`src/rtl/bcd_sub_serial.sv`:
```
// bcd_sub_serial: digit-serial BCD subtractor, diff = a - b - bin, one digit per clock, LSD first.
module bcd_sub_serial #(
    parameter int DIGITS = 100
) (
    input  logic                clk,
    input  logic                aresetn,
    input  logic                start,
    input  logic [4*DIGITS-1:0] a,
    input  logic [4*DIGITS-1:0] b,
    input  logic                bin,
    output logic                busy,
    output logic                done,
    output logic [4*DIGITS-1:0] diff,
    output logic                bout,
    output logic                invalid
);
    localparam int W  = 4 * DIGITS;
    localparam int IW = $clog2(DIGITS);
    typedef enum logic {IDLE, RUN} state_t;
    state_t          state, state_nx;
    logic [W-1:0]    a_r, b_r, work;
    logic            br, last, inv_in;
    logic [IW-1:0]   idx;
    logic [4:0]      t;
    logic [3:0]      dig;
    assign last = idx == IW'(DIGITS - 1);
    assign t    = {1'b0, a_r[3:0]} - {1'b0, b_r[3:0]} - {4'b0, br};
    // t spans -16..15, so bit 4 is the sign and doubles as the next borrow
    assign dig  = t[4] ? t[3:0] + 4'd10 : t[3:0];
    assign busy = state == RUN;
    always_comb begin
        inv_in = 1'b0;
        for (int i = 0; i < DIGITS; i++)
            inv_in = inv_in | (a[4*i +: 4] > 4'd9) | (b[4*i +: 4] > 4'd9);
    end
    always_comb begin
        state_nx = state;
        if (state == IDLE)
            state_nx = start ? RUN : IDLE;
        else
            state_nx = last ? IDLE : RUN;
    end
    always_ff @(posedge clk or negedge aresetn)
        if (!aresetn) state <= IDLE;
        else          state <= state_nx;
    always_ff @(posedge clk or negedge aresetn) begin
        if (!aresetn) begin
            a_r     <= '0;
            b_r     <= '0;
            work    <= '0;
            br      <= 1'b0;
            idx     <= '0;
            diff    <= '0;
            bout    <= 1'b0;
            invalid <= 1'b0;
            done    <= 1'b0;
        end else begin
            done <= 1'b0;
            if (state == IDLE) begin
                if (start) begin
                    a_r     <= a;
                    b_r     <= b;
                    br      <= bin;
                    idx     <= '0;
                    invalid <= inv_in;
                end
            end else begin
                a_r  <= a_r >> 4;
                b_r  <= b_r >> 4;
                work <= {dig, work[W-1:4]};
                br   <= t[4];
                idx  <= idx + 1'b1;
                if (last) begin
                    diff <= {dig, work[W-1:4]};
                    bout <= t[4];
                    done <= 1'b1;
                    idx  <= '0;
                end
            end
        end
    end
endmodule

```
`config.mk`:
```
export PLATFORM = sky130hd
export DESIGN_NAME = bcd_sub_serial
export DESIGN_NICKNAME = d
export VERILOG_FILES = /design/src/rtl/bcd_sub_serial.sv
export SDC_FILE = /design/constraint.sdc
export NUM_CORES = 2
export LEC_CHECK = 0
export ABC_CLOCK_PERIOD_IN_PS = 3200
export CORE_ASPECT_RATIO = 1.75
export CORE_MARGIN = 4
export CORE_UTILIZATION = 30
export CTS_CLUSTER_SIZE = 12
export DETAILED_ROUTE_END_ITERATION = 10
export REMOVE_ABC_BUFFERS = 1
export SLEW_MARGIN = 10
export SYNTH_ARGS = -nofsm -noshare
export SYNTH_HDL_FRONTEND = slang
export SYNTH_SLANG_ARGS = --single-unit
```
`constraint.sdc`:
```
create_clock -name clk -period 3.2 [get_ports clk]
set_clock_uncertainty 0.2 [all_clocks]
set_input_delay 0.96 -clock clk [delete_from_list [all_inputs] [get_ports clk]]
set_output_delay 0.96 -clock clk [all_outputs]
set_load 0.01 [all_outputs]
```
==> impl_metrics.yaml <==
status:
  status: "complete, but fails checks"
  violations: "setup timing"
global_routing:
  grt_pass1_vias: 55000
  grt_start_max_net_pins: 203
  grt_pass1_wl_um: 384000
  grt_remaining_overflow: 0
  antenna_found_initial: 91
  track_usage: 0.222
floorplan:
  fp.dieW_um: 368
  dieArea_mm2: 0.235
  start_util: 0.301
  coreArea_mm2: 0.226
  std_cell_rows: 231
  die_y_um: 638
  num_io_pins: 1208
synthesis:
  ys_ff_latch: 1608
  syn_inst: 6342
  ys_types: 33
  ys_seq_area_frac: 0.591
  synth_area_per_cell_um2: 10.7
  synth_warnings: 0
  netlist_area_mm2: 0.0681
cells_and_area:
  num-fill-cells: 22000
  fin_util: 0.403
  drive_above_1_share: 0.133
  fin_area_mm2: 0.0910
  final_cells: 10900
  area_delta_synth_final_pct: 33.7
  layout.nets: 8549
clock_network:
  postCtsSetupRepairBufs: 0
  root_buffer: "clkbuf_16"
  clk_latency_ns: 0.81
  clk_pin_slew_worst_paths_ns: 0.06
  cts_tree: "done"
  h-tree-depth: 4
  cts_buffer_depth: 4
  cts_buffers: 170
  clock_sinks: 1608
detailed_routing:
  drtIter0Drc: 3171
  routedWlPerCell_um: 24.6
  dr.pass1.iters: 6
  drc_errors: 0
  vias_per_cell: 4.83
  antenna_left: 0
  vias: 52600
  drt-total-wl_um: 268000
worst_hold_path:
  hold_class: "reg -> reg"
timing:
  fin_hold_ws_ns: 0.243
  finalSetupViolCount: 1
  tightestPinTransition_ns: 1.06
  rsz0062_at_grt: "false"
  drv_slew: 0
  tns_ns: -0.0228
  setup_slack_ns: -0.0228
  min_period_ns: 3.22
  relSlewSlack: 0.295
  fmax_ghz: 0.310
  finalHoldViolations: 0
  period_share: 1.01
pwr:
  pwr-share-seq: 0.480
  total_power_mw: 64.7
  leakage_nw: 43.7
  powerDensity_mw_per_mm2: 711
  ir_worst_vdd_mv: 0.450
  swShare: 0.316
  power_frac_clock: 0.288
  power_switching_mw: 20.5
  p_int_mw: 44.3
  combPwrFrac: 0.232
worst_setup_path:
  critPathMaxStageDelay_ns: 0.45
  crit_path_end_kind: "flip-flop"
  setup.worst_path.class: "in -> reg"
  crit_slowest_cell: "o21ai_1"
  worst-endpoint-arrival_ns: 3.70
  crit_top_cell: "buf_4"
  cp_cell_sequence: "clkdlybuf4s50_1, o21ai_1, buf_4, nand4_1, buf_4, nor4_1, buf_4, nand4_1, nor4_1, nor2_1"
  cpLargestDelayFamily: "simple AND/OR/NAND/NOR gates"
  crit_path_max_fanout: 2
  cp.buffers_inverters: 4
  cp_data_required_time_ns: 3.68
  cp-start-kind: "input port"
flow_run:
  cap_violations: 0
placed_design:
  place_congestion: 0.950
  dp_cells: 10600
  post_dp_cell_area_mm2: 0.0859
  port_buffers: 1207
  hpwlAfterDp_um: 207000
  pre_cts_ws_ns: -1.57
[registers in the layout, indices dropped and copies added (netlist names)]
register  cells
busy          1
idx           7
invalid       1
diff        400
done          1
b_r         400
br            1
bout          1
work        396
a_r         400
[area by class of cell]
cell class | count | area (um^2) | area share
Sequential cell | 1608 | 40200 | 0.442
Multi-Input combinational cell | 4323 | 25900 | 0.284
Timing Repair Buffer | 1622 | 16100 | 0.176
Clock buffer | 220 | 4720 | 0.0518
Tap cell | 3029 | 3790 | 0.0416
Clock inverter | 20 | 195 | 0.00214
Antenna cell | 52 | 130 | 0.00143
Inverter | 10 | 45.0 | 0.000495
[repair_timing]
| item | 4_1_cts | 5_1_grt |
|---|---|---|
| setup endpoints to repair | 3 | 1 |
| hold endpoints to repair | 33 | 0 |
| resized for setup | 19 | 4 |
| hold buffers | 1 | 0 |
| pin swaps | 5 | 2 |
[worst register-to-register path: cells and delay by family, from the launching register on]
| kind | cells | cell delay [ns] |
|---|---|---|
| adders and majority gates | 2 | 0.89 |
| xor gates and xnor gates | 2 | 0.46 |
| DFF | 1 | 0.42 |
| and+or+nand+nor | 2 | 0.27 |
| AOI/OAI and AO/OA | 2 | 0.24 |
| buffers and inverters | 1 | 0.18 |
[worst paths after layout]
path / depth (start not counted) / startpoint / to / slack [ns]
setup / recovery: 10 / a[334] / invalid / -0.02
hold / removal: 2 / work[361] / diff[357] / 0.24
setup reg to reg: 9 / a_r[0] / work[399] / 0.39
hold reg to reg: 2 / work[361] / diff[357] / 0.24
max in group asynchronous: 4 / aresetn / work[298] / 1.17
min in group asynchronous: 2 / aresetn / a_r[227] / 0.58
[metal layers]
metal,track usage,part of all wire
met2,0.366,0.47
met4,0.107,0.053
met3,0.0676,0.079
met5,0,0.0010
met1,0.264,0.40
[synthesized netlist by cell type, drive strengths merged]
library cell / instances / area [um^2]
clkbuf: 145 / 544
a21oi: 5 / 25.0
fa: 2 / 40.0
a32o: 1 / 10.0
nand4: 53 / 338
a31oi: 2 / 12.5
nor3: 2 / 15.0
o31ai: 1 / 7.51
buf: 256 / 1450
ha: 8 / 100
nor4: 13 / 81.3
or2: 1 / 6.26
o21ai: 1008 / 5040
nand3: 5 / 25.0
dfrtp: 1608 / 40200
nand2b: 1 / 6.26
xnor2: 3 / 26.3
inv: 10 / 37.5
and3: 2 / 12.5
nor2: 17 / 63.8
o211a: 1 / 10.0
mux2i: 802 / 8030
nor2b: 1 / 6.26
nand2: 1999 / 7500
xor2: 3 / 26.3
nand3b: 1 / 7.51
mux2: 392 / 4410
[logic make-up after synthesis]
kind of cell             after synthesis  synth area share
AO/OA/AOI/OAI                       1018            0.0751
XOR/XNOR                               6          0.000772
adder cells (fa/ha/maj)               10           0.00206
buffers and inverters                411            0.0298
flip-flops                          1608             0.591
multiplexers                        1194             0.183
AND/OR/NAND/NOR                     2095             0.118
[power by group through the flow]
stage	Combinational, mW	Clock [mW]	Sequential (mW)
6_report	15.0	18.6	31.1
5_1_grt	16.8	19.8	31.8
4_1_cts	15.3	19.2	31.1
3_5_place_dp	15.2	0	31.4
3_3_place_gp	14.8	0	31.3
2_1_floorplan	8.50	0	30.4
[cell usage in the layout, fill, tap and decap left out, drive strengths merged, types with 3 or more instances in the layout]
cell and n:
inv 14, nand4 53, xnor2 3, nor4 13, o21ai 1008, xor2 3, mux2i 802, clkinv 12
dlygate4sd2 3, diode 52, buf 418, nor2 17, dfrtp 1608, nand3 5, mux2 392, a21oi 5
clkbuf 220, ha 8, nand2 1999, clkdlybuf4s50 1200
Note: power is estimated with default switching activity, not from simulation.
